--- config.mk ---
export PLATFORM = sky130hd
export DESIGN_NAME = fifo_rd_packer
export DESIGN_NICKNAME = d
export VERILOG_FILES = /design/src/rtl/fifo_pkg.sv /design/src/rtl/fifo_out_reg.sv /design/src/rtl/fifo_rd_packer.sv
export SDC_FILE = /design/constraint.sdc
export NUM_CORES = 1
export LEC_CHECK = 0
export CORE_ASPECT_RATIO = 0.9
export CORE_UTILIZATION = 50
export DETAILED_ROUTE_END_ITERATION = 7
export PLACE_DENSITY = 0.79
export RECOVER_POWER = 100
export SLEW_MARGIN = 15
export SYNTH_ARGS = -nofsm -noshare
export SYNTH_HDL_FRONTEND = slang
export SYNTH_HIERARCHICAL = 1
export SYNTH_SLANG_ARGS = --single-unit
export TNS_END_PERCENT = 20
--- constraint.sdc ---
create_clock -name rd_clk -period 4.62 [get_ports rd_clk]
set_input_delay 0.924 -clock rd_clk [delete_from_list [all_inputs] [get_ports rd_clk]]
set_output_delay 0.924 -clock rd_clk [all_outputs]
set_load 0.02 [all_outputs]
--- src/rtl/fifo_pkg.sv ---
// rtl/fifo_pkg.sv - shared types and helpers for the FIFO read-side packer
package fifo_pkg;

    typedef enum logic [1:0] {
        FILL,
        DRAIN,
        EMIT
    } state_t;

    // Pack counter must hold 0..PACK inclusive.
    function automatic int pack_cnt_width(input int pack);
        return $clog2(pack + 1);
    endfunction

endpackage

--- src/rtl/fifo_out_reg.sv ---
// rtl/fifo_out_reg.sv - single-entry valid/ready holding register for packed words
module fifo_out_reg #(
    parameter int DW = 32,
    parameter int KW = 4
) (
    input  logic          clk,
    input  logic          rst,
    input  logic          load,
    input  logic [DW-1:0] load_data,
    input  logic [KW-1:0] load_keep,
    input  logic          load_last,
    input  logic          out_ready,
    output logic          out_free,
    output logic          out_valid,
    output logic [DW-1:0] out_data,
    output logic [KW-1:0] out_keep,
    output logic          out_last
);

    logic          valid_q, valid_d;
    logic [DW-1:0] data_q, data_d;
    logic [KW-1:0] keep_q, keep_d;
    logic          last_q, last_d;

    // Free when empty or being drained this cycle, so a new word replaces the old with no bubble.
    assign out_free = !valid_q || out_ready;

    always_comb begin
        valid_d = valid_q;
        data_d  = data_q;
        keep_d  = keep_q;
        last_d  = last_q;
        if (valid_q && out_ready) begin
            valid_d = 1'b0;
        end
        if (load) begin
            valid_d = 1'b1;
            data_d  = load_data;
            keep_d  = load_keep;
            last_d  = load_last;
        end
    end

    always_ff @(posedge clk or posedge rst) begin
        if (rst) begin
            valid_q <= 1'b0;
            data_q  <= '0;
            keep_q  <= '0;
            last_q  <= 1'b0;
        end else begin
            valid_q <= valid_d;
            data_q  <= data_d;
            keep_q  <= keep_d;
            last_q  <= last_d;
        end
    end

    assign out_valid = valid_q;
    assign out_data  = data_q;
    assign out_keep  = keep_q;
    assign out_last  = last_q;

endmodule

--- src/rtl/fifo_rd_packer.sv ---
// rtl/fifo_rd_packer.sv - pops FIFO entries and packs PACK of them into one output word
module fifo_rd_packer
    import fifo_pkg::*;
#(
    parameter int DATA_WIDTH = 8,
    parameter int PACK       = 4,
    parameter int CNT_WIDTH  = 16
) (
    input  logic                       rd_clk,
    input  logic                       rd_rst,
    input  logic                       fifo_empty,
    input  logic [DATA_WIDTH-1:0]      fifo_rd_data,
    output logic                       fifo_rd_en,
    input  logic                       flush,
    output logic                       flush_done,
    output logic                       out_valid,
    input  logic                       out_ready,
    output logic [DATA_WIDTH*PACK-1:0] out_data,
    output logic [PACK-1:0]            out_keep,
    output logic                       out_last,
    output logic [CNT_WIDTH-1:0]       word_count
);

    localparam int                CW   = pack_cnt_width(PACK);
    localparam int                WW   = DATA_WIDTH * PACK;
    localparam logic [CW-1:0]     FULL = CW'(PACK);

    state_t                 state_q, state_d;
    logic [WW-1:0]          pack_q, pack_d, pack_land;
    logic [CW-1:0]          pack_cnt_q, pack_cnt_d, cnt_land;
    logic                   inflight_q, inflight_d;
    logic [CNT_WIDTH-1:0]   word_count_q, word_count_d;
    logic [CW:0]            occupancy;
    logic                   load, load_last, out_free;
    logic [PACK-1:0]        load_keep;

    // Counting the in-flight pop keeps the pack register from ever being overrun.
    assign occupancy  = {1'b0, pack_cnt_q} + {{CW{1'b0}}, inflight_q};
    assign fifo_rd_en = !rd_rst && !fifo_empty && (state_q == FILL)
                        && (occupancy < (CW+1)'(PACK));
    assign inflight_d = fifo_rd_en;

    always_comb begin
        pack_land = pack_q;
        cnt_land  = pack_cnt_q;
        if (inflight_q) begin
            for (int i = 0; i < PACK; i++) begin
                if (pack_cnt_q == CW'(i)) begin
                    pack_land[i*DATA_WIDTH +: DATA_WIDTH] = fifo_rd_data;
                end
            end
            cnt_land = pack_cnt_q + 1'b1;
        end
        for (int i = 0; i < PACK; i++) begin
            load_keep[i] = (CW'(i) < cnt_land);
        end
    end

    always_comb begin
        state_d    = state_q;
        pack_d     = pack_land;
        pack_cnt_d = cnt_land;
        load       = 1'b0;
        load_last  = 1'b0;
        flush_done = 1'b0;
        case (state_q)
            FILL: begin
                // Completing on the landing cycle gives one word per PACK+1 cycles.
                if (cnt_land == FULL && out_free) begin
                    load = 1'b1;
                end
                if (flush) begin
                    state_d = DRAIN;
                end
            end
            DRAIN: begin
                if (!inflight_q) begin
                    state_d = EMIT;
                end
            end
            EMIT: begin
                if (cnt_land == '0) begin
                    flush_done = 1'b1;
                    state_d    = FILL;
                end else if (out_free) begin
                    load       = 1'b1;
                    load_last  = 1'b1;
                    flush_done = 1'b1;
                    state_d    = FILL;
                end
            end
            default: state_d = FILL;
        endcase
        if (load) begin
            pack_d     = '0;
            pack_cnt_d = '0;
        end
    end

    assign word_count_d = word_count_q + {{(CNT_WIDTH-1){1'b0}}, (out_valid && out_ready)};

    always_ff @(posedge rd_clk or posedge rd_rst) begin
        if (rd_rst) begin
            state_q      <= FILL;
            pack_q       <= '0;
            pack_cnt_q   <= '0;
            inflight_q   <= 1'b0;
            word_count_q <= '0;
        end else begin
            state_q      <= state_d;
            pack_q       <= pack_d;
            pack_cnt_q   <= pack_cnt_d;
            inflight_q   <= inflight_d;
            word_count_q <= word_count_d;
        end
    end

    assign word_count = word_count_q;

    fifo_out_reg #(
        .DW (WW),
        .KW (PACK)
    ) u_out_reg (
        .clk       (rd_clk),
        .rst       (rd_rst),
        .load      (load),
        .load_data (pack_land),
        .load_keep (load_keep),
        .load_last (load_last),
        .out_ready (out_ready),
        .out_free  (out_free),
        .out_valid (out_valid),
        .out_data  (out_data),
        .out_keep  (out_keep),
        .out_last  (out_last)
    );

endmodule

==> results of run 1 <==
Yosys cell counts, drive strengths merged:
| cell | count |
|---|---|
| dfrtp | 92 |
| mux2 | 70 |
| nor2b | 32 |
| nor2 | 10 |
| xnor2 | 10 |
| inv | 9 |
| buf | 8 |
| ha | 8 |
| nand2 | 7 |
| nand3 | 7 |
| nand4 | 5 |
| and3 | 4 |
| nand2b | 4 |
| nor3 | 4 |
| xor2 | 4 |
| and2 | 2 |
| mux2i | 2 |
| and2b | 1 |
| and3b | 1 |
| and4 | 1 |
| clkbuf | 1 |
| nand3b | 1 |
| o21a | 1 |
| o21ai | 1 |
| o22ai | 1 |
| o32ai | 1 |
report_power, final:
| group | internal, mW | switching [mW] |
|---|---|---|
| Combinational | 0.558 | 0.565 |
| Clock | 0.280 | 0.268 |
| Sequential | 1.08 | 0.131 |
state kept, by name, summed over array words and instances (netlist names):
register / cells
u_out_reg/out_last: 1
inflight_q: 1
u_out_reg/out_keep: 4
pack_q: 32
u_out_reg/out_data: 32
word_count: 16
state_q: 2
u_out_reg/out_valid: 1
pack_cnt_q: 3
how the worst min path moves through the flow:
stage / startpoint / endpoint / slack (ps) / cells after the start
5_1_grt: u_out_reg/out_data[21] / u_out_reg/out_data[21] / 510 / 1
6_report: word_count[15] / word_count[15] / 470 / 1
2_1_floorplan: state_q[1] / state_q[0] / 470 / 1
3_3_place_gp: word_count[15] / word_count[15] / 460 / 1
3_5_place_dp: word_count[15] / word_count[15] / 470 / 1
4_1_cts: word_count[15] / word_count[15] / 480 / 1
worst max-delay path, delay by kind of cell:
family / cells / cell delay [ps]
and+or+nand+nor: 2 / 350
buffers and inverters: 2 / 1250
per-layer routing:
layer / vias up / track usage, %
li1: 1127 / -
met1: 1187 / 28.1
met2: 45 / 30.6
met3: 8 / 5.67
met4: 0 / 5.75
met5: - / 0
metrics by stage:
stage | setup WS [ps] | total power [mW]
after detailed placement | 1320 | 2.52
after global routing | 1000 | 3.07
final | 1170 | 2.89
after floorplan | 2090 | 2.10
after CTS | 1190 | 3.08
after global placement | 1350 | 2.47
cells by family after synthesis:
group / after synthesis / share of synthesized area, %
xor gates and xnor gates: 14 / 3.05
adders and majority gates: 8 / 2.49
and+or+nand+nor: 79 / 11.3
buffers and inverters: 18 / 2.87
muxes: 72 / 21.9
DFF: 92 / 57.4
AOI/OAI and AO/OA: 4 / 1.03
cell type report:
type | count | area [sq um] | area share, %
clock inverters | 3 | 45.0 | 0.924
multi-input cells | 177 | 1520 | 31.1
well taps | 96 | 120 | 2.47
flip-flops and latches | 92 | 2300 | 47.3
repair buffers | 72 | 697 | 14.3
clock buffers | 13 | 159 | 3.26
inverters | 9 | 33.8 | 0.693
==> out/metrics.cfg, run 1 <==
[setup_path]
reg2reg_to = u_out_reg/out_data[27]
cp.arrival_ps = 2530
crit_type = in -> out
path_common_cell = dlygate4sd3_1
r2r_start = pack_cnt_q[1]
slowest_delay_ps = 680
rrSetupSlack_ps = 1310
crit_path_cell_trace = dlygate4sd3_1, nor3_1, and3_1, dlygate4sd3_1
cp_max_fo = 3
endpoint = fifo_rd_en
cp_data_required_time_ps = 3700
reg2regPathDepth = 7
start_kind = input port
critical_path.startpoint = rd_rst
cpMaxStageDelayCell = dlygate4sd3_1
cp-end-kind = output pin

[synthesis]
synth.distinct_cells = 29
synth_cells = 287
yosysTopAreaCell = dfrtp_1
synth_area_leaders = dfrtp_1, mux2_2, mux2_4
syn_area_per_cell_sq_um = 14.0
yosysTopAreaCellShare_pct = 57.4
synth_warnings = 6
netlist_area_sq_um = 4010
synth-seq-cells = 92
synth_nets = 308
ys_seq_area_share_pct = 57.4

[drt]
met3_length_um = 245
drtAntennaViolNets = 0
drt_iter0_drc = 44
wl_met1_um = 3560
wl_per_cell_um = 16.1
top_layer = met4
drt-vias-per-instance = 5.12
drc_errors = 0
first_pass_iters = 4
met2_length_um = 3530
drt-total-wl_um = 7430
via_count = 2367

[final_layout]
synthToLayoutAreaGrowth_pct = 21.4
nFillCells = 648
final_common_cell = dfrtp_1
stdcell_count = 462
drive_gt1_share_pct = 19.1
final_util_pct = 63.6
mostFrequentLayoutCells = dfrtp_1, dlygate4sd3_1, mux2_2
design_area_sq_um = 4870
n_antenna_cell = 0
nNetsFinal = 382

[grt]
antenna_found_initial = 0
grt_max_degree = 42
grt_overflow = 0
first_global_vias = 2397
grt_first_pass_wirelength_um = 12400
grt_usage_pct = 20.1

[placed_design]
dp_cells = 446
dpl_cell_area_sq_um = 4760
io_buffers = 68
gp_congestion = 0.721
dpl.hpwl_um = 5100

[outcome]
outcome = finished, violations left
violations = max-capacitance violations, max-slew violations

[timing]
tightest_slew_ps = 2160
finalSetupViolCount = 0
fin_crit_sh_pct = 74.7
finClkSkew_ps = 9.15
finalCriticalPeriod_ps = 3450
setup-tns-final_ps = 0
rsz0062_at_grt = false
hold_viol_final = 0
slew_viol_final = 39
fmax_mhz = 290
relSlewSlack_pct = -44.2
holdWs_ps = 473

[cts]
postCtsSetupRepairBufs = 0
cts_resized = 0
cts_tree = done
cts_sinks = 92
clk_pin_slew_ps = 90
hold_buffers = 0
numCtsBuffers = 9
clkLatencyLatePin_ps = 350
root_buffer = clkbuf_8
clockBufferDepth = 2
htree_levels = 3

[min_path]
hold_path.class = reg -> reg

[flow_run]
cap_violations = 1

[floorplan]
die_area_sq_um = 8390
start_util_pct = 52.4
io_pins = 69
fp.coreArea_sq_um = 7660
fp.dieW_um = 96.4
num_rows = 30
fp.dieH_um = 87

[power_and_ir_drop]
power_density_nw_per_um2 = 592
static-leakage-power_nw = 2.49
peakVddDrop_uv = 323

Note: power is estimated with default switching activity, not from simulation.
==> run 2: changes to the inputs <==
Settings changed: CORE_UTILIZATION 50 to 48.
Clock period 4.62 ns to 3.1 ns, I/O delays scaled along.
==> out/metrics.cfg, run 2 (synthesized netlist as in run 1, its figures left out) <==
[grt]
use_met2_pct = 30.2  ; was 30.6%
first_global_vias = 2461  ; was 2397
busiest_layer = met2  ; unchanged
grtUsageMet1_pct = 25.3  ; was 28.1%
grt_use_met3_pct = 4.66  ; was 5.67%
grt_overflow = 0  ; unchanged
grt_max_degree = 46  ; was 42
grt_first_pass_wirelength_um = 12300  ; was 12400 um
antenna_found_initial = 0  ; unchanged
grt_usage_pct = 18.4  ; was 20.1%

[cts]
htree_levels = 3  ; unchanged
clockBufferDepth = 2  ; unchanged
clkLatencyLatePin_ps = 360  ; was 350 ps
root_buffer = clkbuf_8  ; unchanged
clk_pin_slew_ps = 90  ; about the same
postCtsSetupRepairBufs = 0  ; unchanged
cts_sinks = 92  ; unchanged
cts_tree = done  ; unchanged
numCtsBuffers = 9  ; unchanged

[final_layout]
nFillCells = 670  ; was 648
final_common_cell = dfrtp_1  ; unchanged
synthToLayoutAreaGrowth_pct = 22.2  ; was 21.4%
final_util_pct = 60.8  ; was 63.6%
area.sequential_sq_um = 2300  ; unchanged
mostFrequentLayoutCells = dfrtp_1, dlygate4sd3_1, mux2_2  ; unchanged
drive_gt1_share_pct = 20.2  ; was 19.1%
multi_input_area_sq_um = 1530  ; was 1520 sq um
stdcell_count = 466  ; was 462
nNetsFinal = 383  ; was 382
n_antenna_cell = 0  ; unchanged

[setup_path]
cp-end-kind = output pin  ; unchanged
cp.arrival_ps = 2200  ; was 2530 ps
crit_type = in -> out  ; unchanged
start_kind = input port  ; unchanged
cp_data_required_time_ps = 2480  ; was 3700 ps
cp_max_fo = 3  ; unchanged

[timing]
finClkSkew_ps = 12.8  ; was 9.15 ps
holdWs_ps = 482  ; was 473 ps
relSlewSlack_pct = 18.8  ; was -44.2%
setup-tns-final_ps = 0  ; unchanged
slew_viol_final = 0  ; was 39
tightest_slew_ps = 1220  ; was 2160 ps
setup_slack_ps = 279  ; was 1170 ps
rsz0062_at_grt = false  ; unchanged
hold_viol_final = 0  ; unchanged
fin_crit_sh_pct = 91.0
fmax_mhz = 354
finalCriticalPeriod_ps = 2820
finalSetupViolCount = 0  ; unchanged

[power_and_ir_drop]
power_density_nw_per_um2 = 887  ; was 592 nW/um^2
static-leakage-power_nw = 2.51  ; was 2.49 nW
peakVddDrop_uv = 440  ; was 323 uV

[outcome]
outcome = complete, no violations  ; was finished, violations left

[placed_design]
io_buffers = 68  ; unchanged
dp_cells = 450  ; was 446
dpl.hpwl_um = 5150  ; was 5100 um
preCtsSetupSlack_ps = 375  ; was 1320 ps
gp_congestion = 0.836  ; was 0.721

[floorplan]
io_pins = 69  ; unchanged
fp.dieH_um = 88.8  ; was 87 um
fp.coreArea_sq_um = 8070  ; was 7660 sq um
die_area_sq_um = 8730  ; was 8390 sq um
fp.dieW_um = 98.4  ; was 96.4 um
num_rows = 31  ; was 30
start_util_pct = 49.8  ; was 52.4%

[min_path]
hold_path.class = reg -> reg  ; unchanged

[drt]
drc_errors = 0  ; unchanged
drt-vias-per-instance = 5.05  ; was 5.12
via_count = 2352  ; was 2367
drt_iter0_drc = 51  ; was 44
wl_per_cell_um = 15.8  ; was 16.1 um
first_pass_iters = 7  ; was 4
drt-total-wl_um = 7340  ; was 7430 um
drtAntennaViolNets = 0  ; unchanged

[flow_run]
cap_violations = 0  ; was 1

run 2: cell count changes in the layout (fill, tap and decap cells not counted), sizes merged:
cell,previous run,this run
clkinvlp,2,0
clkbuf,17,13
dlygate4sd3,59,58
buf,0,2
clkinv,0,1
inv,9,14
run 2: per-stage QoR:
stage,cell area [sq um],power (mW)
after floorplan,4010,3.13
after global placement,4800,3.71
after detailed placement,4800,3.77
after CTS,5010,4.63
after global routing,4900,4.63
final,4900,4.35
run 2: cell type report:
type / instances / share of cell area [%]
clock buffer: 9 / 2.53
inverter: 9 / 0.689
timing repair buffer: 73 / 14.6
tap: 99 / 2.53
clock inverter: 7 / 1.66
multi-input combinational: 177 / 31.1
sequential: 92 / 46.9
run 2: path summary, 6_finish.rpt:
check / from / end / slack [ps] / cells past startpoint
setup reg to reg: pack_cnt_q[1] / u_out_reg/out_data[4] / 600 / 7
hold / removal: word_count[15] / word_count[15] / 480 / 1
max in group asynchronous: rd_rst / pack_q[6] / 840 / 3
min in group asynchronous: rd_rst / u_out_reg/out_valid / 610 / 2
setup / recovery: rd_rst / fifo_rd_en / 280 / 4
hold reg to reg: word_count[15] / word_count[15] / 480 / 1
run 2: worst max-delay path, cell delays in order:
cell,delay [ps]
dlygate4sd3_1,570
nor3_1,160
and3_1,180
dlygate4sd3_1,670
run 2: layer usage:
layer,vias to the layer above,part of all wire (%)
met1,1182,48
li1,1126,-
met2,39,49
met4,0,0.84
met5,-,0
met3,5,2.7
run 2: where the power goes:
group,leakage (nW),switching [mW],internal (mW)
logic,1.17,0.855,0.847
clock network,0.107,0.450,0.389
registers,1.23,0.196,1.61
total,2.51,1.50,2.85
run 2: what timing repair did:
| action | 4_1_cts | 5_1_grt |
|---|---|---|
| endpoints found under the setup margin | 1 | 1 |
| gates resized for setup | 1 | 1 |
| hold buffers | 0 | 0 |
